==> config.mk <==
export PLATFORM = sky130hd
export DESIGN_NAME = signal_change_logger
export DESIGN_NICKNAME = d
export VERILOG_FILES = /design/src/rtl/signal_change_logger.sv
export SDC_FILE = /design/constraint.sdc
export NUM_CORES = 1
export LEC_CHECK = 0
export CORE_UTILIZATION = 45
export CTS_BUF_LIST = sky130_fd_sc_hd__clkbuf_16
export DETAILED_ROUTE_END_ITERATION = 12
export GPL_ROUTABILITY_DRIVEN = 0
export GPL_TIMING_DRIVEN = 0
export PLACE_DENSITY = 0.69
export SLEW_MARGIN = 20
export SYNTH_ARGS = -nofsm -noshare
export SYNTH_HDL_FRONTEND = slang
export SYNTH_SLANG_ARGS = --single-unit
==> constraint.sdc <==
create_clock -name clk -period 17.45 [get_ports clk]
set_clock_uncertainty 0.1 [all_clocks]
set_input_delay 3.49 -clock clk [delete_from_list [all_inputs] [get_ports clk]]
set_output_delay 3.49 -clock clk [all_outputs]
set_load 0.1 [all_outputs]
==> src/rtl/signal_change_logger.sv <==
// signal_change_logger
// Watches CHANNELS buses for value changes and queues each change as a
// timestamped {time, channel, value} event in a small first-word-fall-through
// FIFO. Each channel holds at most one pending event. A newer change on the same
// channel overwrites an older event that has not yet been pushed, and that merge
// is counted. A stalled consumer therefore never stalls the observed system.
module signal_change_logger #(
   parameter int WIDTH       = 5,
   parameter int CHANNELS    = 2,
   parameter int DEPTH       = 8,
   parameter int TS_W        = 32,
   parameter int CNT_W       = 16,
   parameter int REPORT_INIT = 0
) (
   input  logic                        clk,
   input  logic                        rst_n,
   input  logic                        en_i,
   input  logic [CHANNELS*WIDTH-1:0]   mon_i,
   output logic                        evt_valid_o,
   input  logic                        evt_ready_i,
   output logic [$clog2(CHANNELS):0]   evt_chan_o,
   output logic [WIDTH-1:0]            evt_value_o,
   output logic [TS_W-1:0]             evt_time_o,
   output logic [$clog2(DEPTH):0]      level_o,
   output logic [CNT_W-1:0]            coalesced_o
);

   localparam int CH_W = $clog2(CHANNELS) + 1;
   localparam int AW   = $clog2(DEPTH);

   // free-running timestamp source
   logic [TS_W-1:0]     counter_reg;

   // per-channel observation and pending-event state
   logic [WIDTH-1:0]    mon_ch    [CHANNELS];
   logic [WIDTH-1:0]    prev_reg  [CHANNELS];
   logic                pend_reg  [CHANNELS];
   logic [WIDTH-1:0]    pval_reg  [CHANNELS];
   logic [TS_W-1:0]     ptime_reg [CHANNELS];
   logic [CHANNELS-1:0] chg;
   logic [CHANNELS-1:0] pushed_ch;
   logic [CHANNELS-1:0] coal;

   // arbiter
   logic [CH_W-1:0]     rr_reg;
   logic [CH_W-1:0]     rr_next;
   logic                sel_found;
   logic [CH_W-1:0]     sel_idx;
   logic [WIDTH-1:0]    sel_val;
   logic [TS_W-1:0]     sel_time;

   // event FIFO
   logic [CH_W-1:0]     mem_chan  [DEPTH];
   logic [WIDTH-1:0]    mem_value [DEPTH];
   logic [TS_W-1:0]     mem_time  [DEPTH];
   logic [AW-1:0]       wr_ptr_reg;
   logic [AW-1:0]       rd_ptr_reg;
   logic [AW:0]         count_reg;
   logic                full;
   logic                push_en;
   logic                pop_en;

   logic [CNT_W-1:0]    coalesced_reg;
   logic [CNT_W-1:0]    coalesced_next;

   // cycle counter, wraps naturally at 2^TS_W
   always_ff @(posedge clk) begin
      if (!rst_n) counter_reg <= '0;
      else        counter_reg <= counter_reg + TS_W'(1);
   end

   genvar gi;
   generate
      for (gi = 0; gi < CHANNELS; gi++) begin : g_ch
         assign mon_ch[gi]    = mon_i[gi*WIDTH +: WIDTH];
         assign chg[gi]       = en_i && (mon_ch[gi] != prev_reg[gi]);
         assign pushed_ch[gi] = push_en && (sel_idx == CH_W'(gi));
         // a change merges into a pending event only if that event is not leaving this cycle
         assign coal[gi]      = chg[gi] && pend_reg[gi] && !pushed_ch[gi];

         // previous-value tracking and pending-event capture for one channel
         always_ff @(posedge clk) begin
            if (!rst_n) begin
               prev_reg[gi]  <= (REPORT_INIT != 0) ? '0 : mon_ch[gi];
               pend_reg[gi]  <= 1'b0;
               pval_reg[gi]  <= '0;
               ptime_reg[gi] <= '0;
            end else begin
               prev_reg[gi] <= mon_ch[gi];
               if (chg[gi]) begin
                  pend_reg[gi]  <= 1'b1;
                  pval_reg[gi]  <= mon_ch[gi];
                  ptime_reg[gi] <= counter_reg;
               end else if (pushed_ch[gi]) begin
                  pend_reg[gi] <= 1'b0;
               end
            end
         end
      end
   endgenerate

   // round-robin pick: scan from rr_reg upward, the lowest rotated offset wins
   always_comb begin
      logic [CH_W-1:0] cand;
      sel_found = 1'b0;
      sel_idx   = '0;
      sel_val   = '0;
      sel_time  = '0;
      cand      = '0;
      for (int i = CHANNELS - 1; i >= 0; i--) begin
         cand = rr_reg + CH_W'(i);
         if (cand >= CH_W'(CHANNELS)) cand = cand - CH_W'(CHANNELS);
         for (int k = 0; k < CHANNELS; k++) begin
            if (pend_reg[k] && (cand == CH_W'(k))) begin
               sel_found = 1'b1;
               sel_idx   = cand;
               sel_val   = pval_reg[k];
               sel_time  = ptime_reg[k];
            end
         end
      end
   end

   assign full    = (count_reg == (AW+1)'(DEPTH));
   assign pop_en  = evt_valid_o && evt_ready_i;
   assign push_en = sel_found && (!full || pop_en);

   // next round-robin start is the channel after the one just pushed
   always_comb begin
      rr_next = rr_reg;
      if (push_en) begin
         if (sel_idx == CH_W'(CHANNELS - 1)) rr_next = '0;
         else                                rr_next = sel_idx + CH_W'(1);
      end
   end

   // saturating count of merged changes, one step per merging channel
   always_comb begin
      coalesced_next = coalesced_reg;
      for (int k = 0; k < CHANNELS; k++) begin
         if (coal[k] && (coalesced_next != '1)) coalesced_next = coalesced_next + CNT_W'(1);
      end
   end

   // arbiter and statistics state
   always_ff @(posedge clk) begin
      if (!rst_n) begin
         rr_reg        <= '0;
         coalesced_reg <= '0;
      end else begin
         rr_reg        <= rr_next;
         coalesced_reg <= coalesced_next;
      end
   end

   // FIFO storage; contents need no reset because the outputs are gated by occupancy
   always_ff @(posedge clk) begin
      if (push_en) begin
         mem_chan[wr_ptr_reg]  <= sel_idx;
         mem_value[wr_ptr_reg] <= sel_val;
         mem_time[wr_ptr_reg]  <= sel_time;
      end
   end

   // FIFO pointers and occupancy; a push and pop in one cycle leave the level unchanged
   always_ff @(posedge clk) begin
      if (!rst_n) begin
         wr_ptr_reg <= '0;
         rd_ptr_reg <= '0;
         count_reg  <= '0;
      end else begin
         if (push_en) wr_ptr_reg <= wr_ptr_reg + AW'(1);
         if (pop_en)  rd_ptr_reg <= rd_ptr_reg + AW'(1);
         case ({push_en, pop_en})
            2'b10:   count_reg <= count_reg + (AW+1)'(1);
            2'b01:   count_reg <= count_reg - (AW+1)'(1);
            default: count_reg <= count_reg;
         endcase
      end
   end

   // head of FIFO falls through directly so an event is visible the cycle after its push
   assign evt_valid_o = (count_reg != '0);
   assign evt_chan_o  = evt_valid_o ? mem_chan[rd_ptr_reg]  : '0;
   assign evt_value_o = evt_valid_o ? mem_value[rd_ptr_reg] : '0;
   assign evt_time_o  = evt_valid_o ? mem_time[rd_ptr_reg]  : '0;
   assign level_o     = count_reg;
   assign coalesced_o = coalesced_reg;

endmodule
==> run_summary.xml, run 1 <==
<?xml version="1.0" encoding="UTF-8"?>
<metrics>
  <group name="route">
    <metric name="route.antenna.remaining_nets" unit="">0</metric>
    <metric name="total_via_count_after_detailed_routing" unit="">10650</metric>
    <metric name="route.detailed.wl_per_inst" unit="um">20.90</metric>
    <metric name="initialDrtViolationCount" unit="">738</metric>
    <metric name="finalWirelength" unit="um">40080</metric>
    <metric name="remaining_drc_errors" unit="">4</metric>
    <metric name="avgViaCountPerCell" unit="">5.553</metric>
    <metric name="detailedRoute.firstPassIterationCount" unit="">9</metric>
  </group>
  <group name="layout">
    <metric name="largest_reg_flops" unit="">256</metric>
    <metric name="drive_gt1_frac" unit="">0.1645</metric>
    <metric name="register_area" unit="um^2">13100</metric>
    <metric name="final_net_count" unit="">1372</metric>
    <metric name="layout-area-overhead-vs-synth" unit="%">17.91</metric>
    <metric name="n_antenna_cell" unit="">0</metric>
    <metric name="multiInputGateArea" unit="um^2">5466</metric>
    <metric name="finalCoreUtilization" unit="">0.5412</metric>
    <metric name="fillerInstances" unit="">3250</metric>
  </group>
  <group name="logic_synthesis">
    <metric name="top_area_cell_type_share_of_the_netlist_area" unit="">0.6173</metric>
    <metric name="synth_seq_area_share" unit="">0.6960</metric>
    <metric name="synthesis.yosys.warnings" unit="">0</metric>
    <metric name="synth.cells.most_frequent" unit="">387 x sky130_fd_sc_hd__edfxtp_1, 93 x sky130_fd_sc_hd__nor2_1, 78 x sky130_fd_sc_hd__mux4_2</metric>
    <metric name="syn_inst_count" unit="">1174</metric>
    <metric name="synth_area" unit="um^2">18830</metric>
    <metric name="synth-edff-count" unit="">387</metric>
    <metric name="number_of_nets_in_the_synthesized_netlist" unit="">1197</metric>
    <metric name="synth_ff_type" unit="">sky130_fd_sc_hd__edfxtp_1</metric>
    <metric name="post_synth.cell_area_avg" unit="um^2">16.04</metric>
    <metric name="yosysUniqueCellTypes" unit="">62</metric>
    <metric name="ys_top_cells_by_area" unit="">sky130_fd_sc_hd__edfxtp_1 62%, sky130_fd_sc_hd__mux4_2 9.3%, sky130_fd_sc_hd__dfxtp_1 7.9%, sky130_fd_sc_hd__mux2i_1 2.5%, sky130_fd_sc_hd__nor2_1 1.9%</metric>
    <metric name="synth_async_sr_flop_share" unit="">0</metric>
    <metric name="synth.most_common_cell" unit="">sky130_fd_sc_hd__edfxtp_1</metric>
    <metric name="yosysTopAreaCell" unit="">sky130_fd_sc_hd__edfxtp_1</metric>
    <metric name="synth-seq-cells" unit="">461</metric>
  </group>
  <group name="global_routing">
    <metric name="grt_start_max_net_pins" unit="">21</metric>
    <metric name="grt_pass1_vias" unit="">10839</metric>
    <metric name="busiest_layer_in_global_routing" unit="">met2</metric>
    <metric name="use_met1" unit="">0.2678</metric>
    <metric name="grt_pass1_wl" unit="um">62400</metric>
    <metric name="antenna_violations_before_repair" unit="">0</metric>
    <metric name="grt.met3_usage" unit="">0.02653</metric>
    <metric name="gr-total-overflow" unit="">0</metric>
    <metric name="groute.usage.overall" unit="">0.1953</metric>
    <metric name="grt_util_met2" unit="">0.3257</metric>
  </group>
  <group name="floorplan">
    <metric name="core" unit="um^2">41020</metric>
    <metric name="die_height" unit="um">206.5</metric>
    <metric name="floorplan.initialDensity" unit="">0.4590</metric>
    <metric name="chipWidth" unit="um">206.5</metric>
    <metric name="io-pin-count" unit="">74</metric>
    <metric name="die_area" unit="um^2">42660</metric>
    <metric name="rows" unit="">74</metric>
  </group>
  <group name="sta">
    <metric name="share_of_the_clock_period_used_by_the_worst_path" unit="">0.4780</metric>
    <metric name="timing.final.setup_violations" unit="">0</metric>
    <metric name="worst-slew-pin-transition" unit="ns">1.132</metric>
    <metric name="max-slew-margin-rel" unit="">0.2416</metric>
    <metric name="final.setup.tns" unit="ns">0</metric>
    <metric name="grt_setup_unrepaired" unit="">false</metric>
    <metric name="post-route-min-period" unit="ns">8.341</metric>
    <metric name="fmax" unit="MHz">119.9</metric>
    <metric name="report.final.slew_viol_count" unit="">0</metric>
    <metric name="hold_viol" unit="">0</metric>
  </group>
  <group name="clock_network">
    <metric name="clk_latency" unit="ns">0.55</metric>
    <metric name="root_buffer" unit="">sky130_fd_sc_hd__clkbuf_16</metric>
    <metric name="tritoncts.num_buffers" unit="">47</metric>
    <metric name="cts_num_sinks" unit="">461</metric>
    <metric name="clk_transition_reported_paths" unit="ns">0.06</metric>
    <metric name="cts_tree" unit="">built</metric>
    <metric name="cts-root-to-sink-buffers" unit="">3</metric>
    <metric name="cts_resized" unit="">0</metric>
    <metric name="ctsHtreeMaxLevel" unit="">2</metric>
    <metric name="post_cts_buffers" unit="">0</metric>
    <metric name="holdBufCountCts" unit="">0</metric>
  </group>
  <group name="worst_hold_path">
    <metric name="holdCritPathClass" unit="">register to register</metric>
  </group>
  <group name="place">
    <metric name="port-buffer-count" unit="">73</metric>
    <metric name="hpwl" unit="um">27600</metric>
  </group>
  <group name="power">
    <metric name="power.leakage" unit="nW">7.640</metric>
    <metric name="p_per_area" unit="nW/um^2">145.6</metric>
    <metric name="worst_ir_drop_vdd" unit="V">0.0001425</metric>
  </group>
  <group name="worst_setup_path">
    <metric name="startpoint_type" unit="">register</metric>
    <metric name="cp_data_required_time" unit="ns">13.86</metric>
    <metric name="crit_path_category" unit="">register to output port</metric>
    <metric name="crit_fanout" unit="">10</metric>
    <metric name="worst_ep_arrival_time" unit="ns">4.75</metric>
    <metric name="worst_setup_path_end_kind" unit="">output port</metric>
    <metric name="worst-r2r-setup-slack" unit="ns">13.64</metric>
  </group>
  <group name="outcome">
    <metric name="outcome" unit="">finished with violations</metric>
    <metric name="violated_checks" unit="">DRC</metric>
  </group>
  <group name="job">
    <metric name="drv.max_cap_violation_count" unit="">0</metric>
  </group>
</metrics>
[power breakdown]
group          internal, mW  switching (mW)
Sequential             1.27          0.0268
Clock                 0.548           0.399
Combinational         0.275           0.715
[per-layer routing]
layer / wire (um) / vias to the layer above
met5: 0 / -
met4: 913 / 0
met3: 1786 / 66
met2: 19670 / 290
met1: 17720 / 5381
li1: - / 4913
[path summary, 6_finish.rpt]
kind                                  start                         end  cells past startpoint
hold reg to reg   counter_reg[0]$_SDFF_PN0_   counter_reg[0]$_SDFF_PN0_                      1
hold / removal    counter_reg[0]$_SDFF_PN0_   counter_reg[0]$_SDFF_PN0_                      1
setup / recovery                   register              evt_time_o[24]                      7
setup reg to reg     rr_reg[0]$_SDFFE_PN0P_  coalesced_o[14]$_SDFF_PN0_                     13
[layout make-up]
type | count | share of cell area
Tap cell | 532 | 0.02999
Timing Repair Buffer | 126 | 0.05355
Clock inverter | 37 | 0.01043
Clock buffer | 49 | 0.05524
Buffer | 62 | 0.01150
Inverter | 16 | 0.002706
Multi-Input combinational cell | 635 | 0.2463
Sequential cell | 461 | 0.5903
[through the flow]
step	cells	power [mW]	hold slack, ns	setup WS (ns)	area (um^2)
floorplan	1174	2.056	0.3331	8.864	18830
global placement	1779	2.295	0.3570	3.891	20220
detailed placement	1832	2.316	0.3680	9.606	20740
CTS	1918	3.257	0.3803	8.997	22200
global route	1918	3.347	0.4246	8.801	22200
finish	1918	3.231	0.3801	9.109	22200
[cells in the final DEF (no fill, tap or decap), types with 6 or more instances in the layout]
cell type and instances:
sky130_fd_sc_hd__nor2_1 92, sky130_fd_sc_hd__nand2_1 52, sky130_fd_sc_hd__and3_1 45, sky130_fd_sc_hd__and2_1 43
sky130_fd_sc_hd__clkbuf_16 49, sky130_fd_sc_hd__clkinv_1 13, sky130_fd_sc_hd__buf_1 14, sky130_fd_sc_hd__edfxtp_1 387
sky130_fd_sc_hd__ha_1 8, sky130_fd_sc_hd__a21oi_1 16, sky130_fd_sc_hd__inv_1 31, sky130_fd_sc_hd__or3_1 6
sky130_fd_sc_hd__clkbuf_1 40, sky130_fd_sc_hd__nand3_1 23, sky130_fd_sc_hd__and4_1 7, sky130_fd_sc_hd__mux2i_1 47
sky130_fd_sc_hd__xnor2_1 22, sky130_fd_sc_hd__buf_4 31, sky130_fd_sc_hd__buf_2 18, sky130_fd_sc_hd__buf_6 6
sky130_fd_sc_hd__a211oi_1 7, sky130_fd_sc_hd__o21ai_0 12, sky130_fd_sc_hd__dfxtp_1 74, sky130_fd_sc_hd__nor3_1 18
sky130_fd_sc_hd__mux4_2 78, sky130_fd_sc_hd__nand4_1 17, sky130_fd_sc_hd__clkdlybuf4s50_1 73, sky130_fd_sc_hd__xor2_1 32
sky130_fd_sc_hd__a22o_1 37
[critical path: stages (launching register included)]
cell and delay (ns):
sky130_fd_sc_hd__dfxtp_1 0.39, sky130_fd_sc_hd__clkbuf_1 0.32, sky130_fd_sc_hd__buf_1 0.83, sky130_fd_sc_hd__buf_1 0.79, sky130_fd_sc_hd__mux4_2 0.60, sky130_fd_sc_hd__mux2i_1 0.21, sky130_fd_sc_hd__nor2_1 0.07, sky130_fd_sc_hd__clkdlybuf4s50_1 0.98
[logic make-up after synthesis]
group	share of synthesized area
and+or+nand+nor	0.09624
AOI/OAI and AO/OA	0.03974
muxes	0.1198
xor gates and xnor gates	0.02512
buffers and inverters	0.01668
DFF	0.6960
adders and majority gates	0.006381
(Power assumes the default switching activity.)
==> run 2, diff against run 1 <==
--- a/config.mk
+++ b/config.mk
@@ -10,7 +10,7 @@
 export DETAILED_ROUTE_END_ITERATION = 12
 export GPL_ROUTABILITY_DRIVEN = 0
 export GPL_TIMING_DRIVEN = 0
-export PLACE_DENSITY = 0.69
+export PLACE_DENSITY = 0.71
 export SLEW_MARGIN = 20
 export SYNTH_ARGS = -nofsm -noshare
 export SYNTH_HDL_FRONTEND = slang
==> constraint.sdc (replaced) <==
create_clock -name clk -period 7.1 [get_ports clk]
set_clock_uncertainty 0.1 [all_clocks]
set_input_delay 1.42 -clock clk [delete_from_list [all_inputs] [get_ports clk]]
set_output_delay 1.42 -clock clk [all_outputs]
set_load 0.1 [all_outputs]
==> run_summary.xml, run 2 (same netlist as run 1, synthesis figures left out) <==
<?xml version="1.0" encoding="UTF-8"?>
<metrics>
  <group name="worst_setup_path">
    <metric name="critical-path-slowest-cell" unit="">sky130_fd_sc_hd__clkdlybuf4s50_1</metric>
    <metric name="worst_ep_arrival_time" unit="ns">4.65</metric>
    <metric name="startpoint_type" unit="">register</metric>
    <metric name="timing.rr.start" unit="">rr_reg[0]$_SDFFE_PN0P_</metric>
    <metric name="crit_fanout" unit="">10</metric>
    <metric name="crit_path_category" unit="">register to output port</metric>
    <metric name="cp_data_required_time" unit="ns">5.58</metric>
    <metric name="path_common_cell" unit="">sky130_fd_sc_hd__buf_1</metric>
    <metric name="worstReg2RegEnd" unit="">coalesced_o[13]$_SDFF_PN0_</metric>
    <metric name="worst-r2r-setup-slack" unit="ns">3.23</metric>
    <metric name="worst_setup_path_end_kind" unit="">output port</metric>
    <metric name="worstRegToRegCells" unit="">13</metric>
    <metric name="timing.critical_path.slowest_cell_delay" unit="ns">0.98</metric>
    <metric name="timing.critical_path.cells" unit="">clkbuf_1 -&gt; buf_1 -&gt; buf_1 -&gt; mux4_2 -&gt; mux2i_1 -&gt; nor2_1 -&gt; clkdlybuf4s50_1</metric>
  </group>
  <group name="sta">
    <metric name="share_of_the_clock_period_used_by_the_worst_path" unit="">0.8690</metric>
    <metric name="grt_setup_unrepaired" unit="">false</metric>
    <metric name="final_critical_path_setup_slack" unit="ns">0.9303</metric>
    <metric name="timing.final.setup_violations" unit="">0</metric>
    <metric name="hold_viol" unit="">0</metric>
    <metric name="fmax" unit="MHz">162.1</metric>
    <metric name="max-slew-margin-rel" unit="">0.2715</metric>
    <metric name="report.final.slew_viol_count" unit="">0</metric>
    <metric name="post-route-min-period" unit="ns">6.170</metric>
    <metric name="worst-slew-pin-transition" unit="ns">1.089</metric>
  </group>
  <group name="route">
    <metric name="detailedRoute.firstPassIterationCount" unit="">9</metric>
    <metric name="route.detailed.wl_per_inst" unit="um">20.71</metric>
    <metric name="finalWirelength" unit="um">39670</metric>
    <metric name="route.antenna.remaining_nets" unit="">0</metric>
    <metric name="initialDrtViolationCount" unit="">845</metric>
    <metric name="total_via_count_after_detailed_routing" unit="">10663</metric>
    <metric name="remaining_drc_errors" unit="">4</metric>
    <metric name="avgViaCountPerCell" unit="">5.565</metric>
  </group>
  <group name="clock_network">
    <metric name="post_cts_buffers" unit="">0</metric>
    <metric name="cts_tree" unit="">built</metric>
    <metric name="cts-root-to-sink-buffers" unit="">3</metric>
    <metric name="ctsHtreeMaxLevel" unit="">2</metric>
    <metric name="cts_num_sinks" unit="">461</metric>
    <metric name="tritoncts.num_buffers" unit="">46</metric>
    <metric name="holdBufCountCts" unit="">0</metric>
    <metric name="root_buffer" unit="">sky130_fd_sc_hd__clkbuf_16</metric>
    <metric name="clk_transition_reported_paths" unit="ns">0.06</metric>
    <metric name="cts_resized" unit="">0</metric>
    <metric name="clk_latency" unit="ns">0.55</metric>
  </group>
  <group name="place">
    <metric name="port-buffer-count" unit="">73</metric>
    <metric name="hpwl" unit="um">27320</metric>
    <metric name="numPlacedInstances" unit="">1830</metric>
    <metric name="dp_slack" unit="ns">1.407</metric>
  </group>
  <group name="floorplan">
    <metric name="floorplan.initialDensity" unit="">0.4590</metric>
    <metric name="core" unit="um^2">41020</metric>
    <metric name="rows" unit="">74</metric>
    <metric name="chipWidth" unit="um">206.5</metric>
    <metric name="die_height" unit="um">206.5</metric>
    <metric name="die_area" unit="um^2">42660</metric>
    <metric name="io-pin-count" unit="">74</metric>
  </group>
  <group name="global_routing">
    <metric name="grt_pass1_wl" unit="um">60980</metric>
    <metric name="groute.usage.overall" unit="">0.1905</metric>
    <metric name="gr-total-overflow" unit="">0</metric>
    <metric name="grt_start_max_net_pins" unit="">28</metric>
    <metric name="grt_pass1_vias" unit="">10784</metric>
    <metric name="antenna_violations_before_repair" unit="">0</metric>
  </group>
  <group name="layout">
    <metric name="final_net_count" unit="">1369</metric>
    <metric name="layout-area-overhead-vs-synth" unit="%">18.82</metric>
    <metric name="final_cell_mix" unit="">387 x sky130_fd_sc_hd__edfxtp_1, 92 x sky130_fd_sc_hd__nor2_1, 78 x sky130_fd_sc_hd__mux4_2, 74 x sky130_fd_sc_hd__dfxtp_1, 73 x sky130_fd_sc_hd__clkdlybuf4s50_1</metric>
    <metric name="mostFrequentLayoutCell" unit="">sky130_fd_sc_hd__edfxtp_1</metric>
    <metric name="drive_gt1_frac" unit="">0.1777</metric>
    <metric name="fillerInstances" unit="">3250</metric>
    <metric name="largest_reg_flops" unit="">256</metric>
    <metric name="n_antenna_cell" unit="">0</metric>
    <metric name="final_cells" unit="">1916</metric>
  </group>
  <group name="power">
    <metric name="power.leakage" unit="nW">7.668</metric>
    <metric name="share_comb_of_total_power" unit="">0.295</metric>
    <metric name="share_seq_of_total_power" unit="">0.387</metric>
    <metric name="p_switching" unit="mW">2.851</metric>
    <metric name="internal-power" unit="mW">5.375</metric>
    <metric name="worst_ir_drop_vdd" unit="V">0.0002763</metric>
    <metric name="power.clock.fraction" unit="">0.318</metric>
    <metric name="p_per_area" unit="nW/um^2">367.8</metric>
    <metric name="swShare" unit="">0.3466</metric>
  </group>
  <group name="worst_hold_path">
    <metric name="worstHoldPathCells" unit="">1</metric>
    <metric name="holdCritStartpoint" unit="">counter_reg[0]$_SDFF_PN0_</metric>
    <metric name="min_delay_worst_endpoint" unit="">counter_reg[0]$_SDFF_PN0_</metric>
    <metric name="holdCritPathClass" unit="">register to register</metric>
  </group>
  <group name="job">
    <metric name="drv.max_cap_violation_count" unit="">0</metric>
  </group>
  <group name="outcome">
    <metric name="violated_checks" unit="">DRC</metric>
    <metric name="outcome" unit="">finished with violations</metric>
  </group>
</metrics>
[run 2: power groups by stage]
stage	registers, mW	clock network (mW)	logic [mW]
after floorplan	3.30	0	1.76
after global placement	3.25	0	2.39
after detailed placement	3.24	0	2.45
after CTS	3.18	2.65	2.46
after global routing	3.19	2.75	2.56
final	3.18	2.62	2.43
[run 2: per-layer routing]
layer  up-vias  global-route usage  share of wire  routed length (um)
li1       4908                   -              -                   -
met1      5367              0.2683           0.44               17600
met2       322              0.3052           0.48               18890
met3        66             0.02998          0.057                2249
met4         0             0.06014          0.024                 934
met5         -                   0              0                   0
[run 2: cell type report]
class | count | area (um^2) | share of cell area
Clock inverter | 40 | 505.5 | 0.02260
Buffer | 62 | 255.2 | 0.01141
Multi-Input combinational cell | 635 | 5466 | 0.2444
Clock buffer | 46 | 1151 | 0.05146
Sequential cell | 461 | 13100 | 0.5858
Tap cell | 532 | 665.6 | 0.02976
Timing Repair Buffer | 124 | 1161 | 0.05191
Inverter | 16 | 60.06 | 0.002685
[run 2: worst max path at each step]
stage | to | cells after the start
2_1_floorplan | mem_chan[2][0]$_DFFE_PP_ | 3
3_3_place_gp | mem_time[2][14]$_DFFE_PP_ | 4
3_5_place_dp | evt_time_o[24] | 7
4_1_cts | evt_time_o[24] | 7
5_1_grt | evt_time_o[24] | 7
6_report | evt_time_o[30] | 7
[run 2: through the flow]
step	hold slack [ns]	TNS, ns	util	total power, mW	instance area (um^2)
4_1_cts	0.3729	0	0.5453	8.292	22370
3_3_place_gp	0.3539	-783.65	0.4930	5.646	20220
2_1_floorplan	0.3331	0	-	5.053	18830
3_5_place_dp	0.3602	0	0.5049	5.690	20710
6_report	0.3708	0	0.5453	8.227	22370
5_1_grt	0.4010	0	0.5453	8.503	22370
[run 2: worst max-delay path, delay by kind of cell (launching register included)]
kind                   cells  cell delay, ns
and+or+nand+nor            1            0.07
DFF                        1            0.39
muxes                      2            0.81
buffers and inverters      4            2.81
==> run 3, diff against run 2 <==
--- a/config.mk
+++ b/config.mk
@@ -5,6 +5,7 @@
 export SDC_FILE = /design/constraint.sdc
 export NUM_CORES = 1
 export LEC_CHECK = 0
+export CAP_MARGIN = 40
 export CORE_UTILIZATION = 45
 export CTS_BUF_LIST = sky130_fd_sc_hd__clkbuf_16
 export DETAILED_ROUTE_END_ITERATION = 12
@@ -15,3 +16,4 @@
 export SYNTH_ARGS = -nofsm -noshare
 export SYNTH_HDL_FRONTEND = slang
 export SYNTH_SLANG_ARGS = --single-unit
+export TNS_END_PERCENT = 50
==> run_summary.xml, run 3 (same netlist as run 1, synthesis figures left out) <==
<?xml version="1.0" encoding="UTF-8"?>
<metrics>
  <group name="outcome">
    <metric name="outcome" unit="">finished with violations</metric>
    <metric name="violated_checks" unit="">DRC</metric>
  </group>
  <group name="global_routing">
    <metric name="grt_start_max_net_pins" unit="">28</metric>
    <metric name="gr-total-overflow" unit="">0</metric>
    <metric name="grt_pass1_wl" unit="um">62450</metric>
    <metric name="antenna_violations_before_repair" unit="">0</metric>
    <metric name="grt_pass1_vias" unit="">11050</metric>
    <metric name="groute.usage.overall" unit="">0.1955</metric>
  </group>
  <group name="clock_network">
    <metric name="ctsHtreeMaxLevel" unit="">2</metric>
    <metric name="root_buffer" unit="">sky130_fd_sc_hd__clkbuf_16</metric>
    <metric name="cts_resized" unit="">0</metric>
    <metric name="cts_num_sinks" unit="">461</metric>
    <metric name="post_cts_buffers" unit="">0</metric>
    <metric name="cts_tree" unit="">built</metric>
    <metric name="clk_transition_reported_paths" unit="ns">0.06</metric>
    <metric name="cts-root-to-sink-buffers" unit="">3</metric>
    <metric name="tritoncts.num_buffers" unit="">46</metric>
    <metric name="clk_latency" unit="ns">0.55</metric>
    <metric name="holdBufCountCts" unit="">0</metric>
  </group>
  <group name="layout">
    <metric name="drive_gt1_frac" unit="">0.2062</metric>
    <metric name="final_cell_mix" unit="">387 x sky130_fd_sc_hd__edfxtp_1, 92 x sky130_fd_sc_hd__nor2_1, 78 x sky130_fd_sc_hd__mux4_2, 74 x sky130_fd_sc_hd__dfxtp_1, 73 x sky130_fd_sc_hd__clkdlybuf4s50_1</metric>
    <metric name="n_antenna_cell" unit="">0</metric>
    <metric name="final_net_count" unit="">1442</metric>
    <metric name="largest_reg_flops" unit="">256</metric>
    <metric name="mostFrequentLayoutCell" unit="">sky130_fd_sc_hd__edfxtp_1</metric>
    <metric name="final_cells" unit="">1987</metric>
    <metric name="finalCoreUtilization" unit="">0.5672</metric>
    <metric name="layout-area-overhead-vs-synth" unit="%">23.57</metric>
  </group>
  <group name="worst_setup_path">
    <metric name="worst_setup_path_end_kind" unit="">output port</metric>
    <metric name="crit_path_category" unit="">register to output port</metric>
    <metric name="crit_fanout" unit="">10</metric>
    <metric name="timing.critical_path.slowest_cell_delay" unit="ns">0.62</metric>
    <metric name="worst-r2r-setup-slack" unit="ns">3.27</metric>
    <metric name="cp_data_required_time" unit="ns">5.58</metric>
    <metric name="timing.critical_path.cells" unit="">clkbuf_1 -&gt; clkbuf_1 -&gt; clkbuf_1 -&gt; mux4_2 -&gt; mux2i_1 -&gt; nor2_1 -&gt; clkdlybuf4s50_1 -&gt; buf_16</metric>
    <metric name="startpoint_type" unit="">register</metric>
    <metric name="critical-path-slowest-cell" unit="">sky130_fd_sc_hd__clkbuf_1</metric>
    <metric name="worst_ep_arrival_time" unit="ns">3.90</metric>
    <metric name="path_common_cell" unit="">sky130_fd_sc_hd__clkbuf_1</metric>
  </group>
  <group name="route">
    <metric name="initialDrtViolationCount" unit="">850</metric>
    <metric name="detailedRoute.firstPassIterationCount" unit="">9</metric>
    <metric name="total_via_count_after_detailed_routing" unit="">10948</metric>
    <metric name="remaining_drc_errors" unit="">4</metric>
    <metric name="route.detailed.wl_per_inst" unit="um">20.26</metric>
    <metric name="finalWirelength" unit="um">40260</metric>
    <metric name="route.antenna.remaining_nets" unit="">0</metric>
    <metric name="avgViaCountPerCell" unit="">5.510</metric>
  </group>
  <group name="sta">
    <metric name="share_of_the_clock_period_used_by_the_worst_path" unit="">0.7627</metric>
    <metric name="report.final.slew_viol_count" unit="">0</metric>
    <metric name="grt_setup_unrepaired" unit="">false</metric>
    <metric name="fmax" unit="MHz">184.7</metric>
    <metric name="post-route-min-period" unit="ns">5.416</metric>
    <metric name="worst-slew-pin-transition" unit="ns">0.8319</metric>
    <metric name="timing.final.setup_violations" unit="">0</metric>
    <metric name="hold_viol" unit="">0</metric>
    <metric name="max-slew-margin-rel" unit="">0.4424</metric>
  </group>
  <group name="floorplan">
    <metric name="core" unit="um^2">41020</metric>
    <metric name="chipWidth" unit="um">206.5</metric>
    <metric name="io-pin-count" unit="">74</metric>
    <metric name="die_area" unit="um^2">42660</metric>
    <metric name="floorplan.initialDensity" unit="">0.4590</metric>
    <metric name="die_height" unit="um">206.5</metric>
    <metric name="rows" unit="">74</metric>
  </group>
  <group name="worst_hold_path">
    <metric name="holdCritPathClass" unit="">register to register</metric>
  </group>
  <group name="place">
    <metric name="hpwl" unit="um">28370</metric>
    <metric name="numPlacedInstances" unit="">1901</metric>
    <metric name="port-buffer-count" unit="">73</metric>
  </group>
  <group name="job">
    <metric name="drv.max_cap_violation_count" unit="">0</metric>
  </group>
  <group name="power">
    <metric name="p_per_area" unit="nW/um^2">364.3</metric>
    <metric name="report.power.total" unit="mW">8.476</metric>
    <metric name="power.leakage" unit="nW">8.132</metric>
    <metric name="worst_ir_drop_vdd" unit="V">0.0003075</metric>
  </group>
</metrics>
==> run 3: cell types whose count changed in the layout (fill, tap and decap cells not counted), sizes merged <==
| cell | change |
|---|---|
| clkinv | +7 |
| buf | +74 |
| clkbuf | -1 |
| bufinv | -7 |
| inv | +5 |
| clkinvlp | -7 |
==> run 3: report_power, final <==
group	internal (mW)	switching [mW]	total, mW
clock	1.32	0.987	2.31
sequential	3.12	0.0667	3.18
combinational	1.12	1.87	2.98
total	5.56	2.92	8.48
==> run 3: final timing paths <==
kind / start / to / depth (start not counted)
hold reg to reg: counter_reg[0]$_SDFF_PN0_ / counter_reg[0]$_SDFF_PN0_ / 1
hold / removal: counter_reg[0]$_SDFF_PN0_ / counter_reg[0]$_SDFF_PN0_ / 1
setup reg to reg: rr_reg[0]$_SDFFE_PN0P_ / coalesced_o[6]$_SDFF_PN0_ / 11
setup / recovery: register / evt_time_o[28] / 8
==> run 3: cell type report <==
cell class | instances | area [um^2]
Fill cell | 3093 | 17750
Sequential cell | 461 | 13100
Multi-Input combinational cell | 635 | 5466
Timing Repair Buffer | 197 | 2277
Clock buffer | 46 | 1151
Tap cell | 532 | 665.6
Clock inverter | 38 | 286.5
Buffer | 62 | 254.0
Inverter | 16 | 60.06
==> run 3: layer usage <==
metal | vias to the layer above | global-route usage | share of wire
met1 | 5464 | 0.2736 | 0.44
met5 | - | 0 | 0
li1 | 5064 | - | -
met3 | 65 | 0.02559 | 0.056
met4 | 0 | 0.06565 | 0.027
met2 | 355 | 0.3175 | 0.48
==> run 3: critical path, delay by kind of cell (launching register included) <==
family	cells	cell delay (ns)
flops	1	0.40
buf+inv	5	2.26
simple gates	1	0.07
mux	2	0.61
==> run 3: metrics by stage <==
stage	hold WS [ns]	TNS [ns]	cell area (um^2)	setup WS (ns)
CTS	0.3720	0	23240	1.604
global route	0.3998	0	23260	1.526
global placement	0.3539	-783.65	20220	-4.324
detailed placement	0.3584	0	21800	2.180
finish	0.3757	0	23260	1.684
floorplan	0.3331	0	18830	0.5840
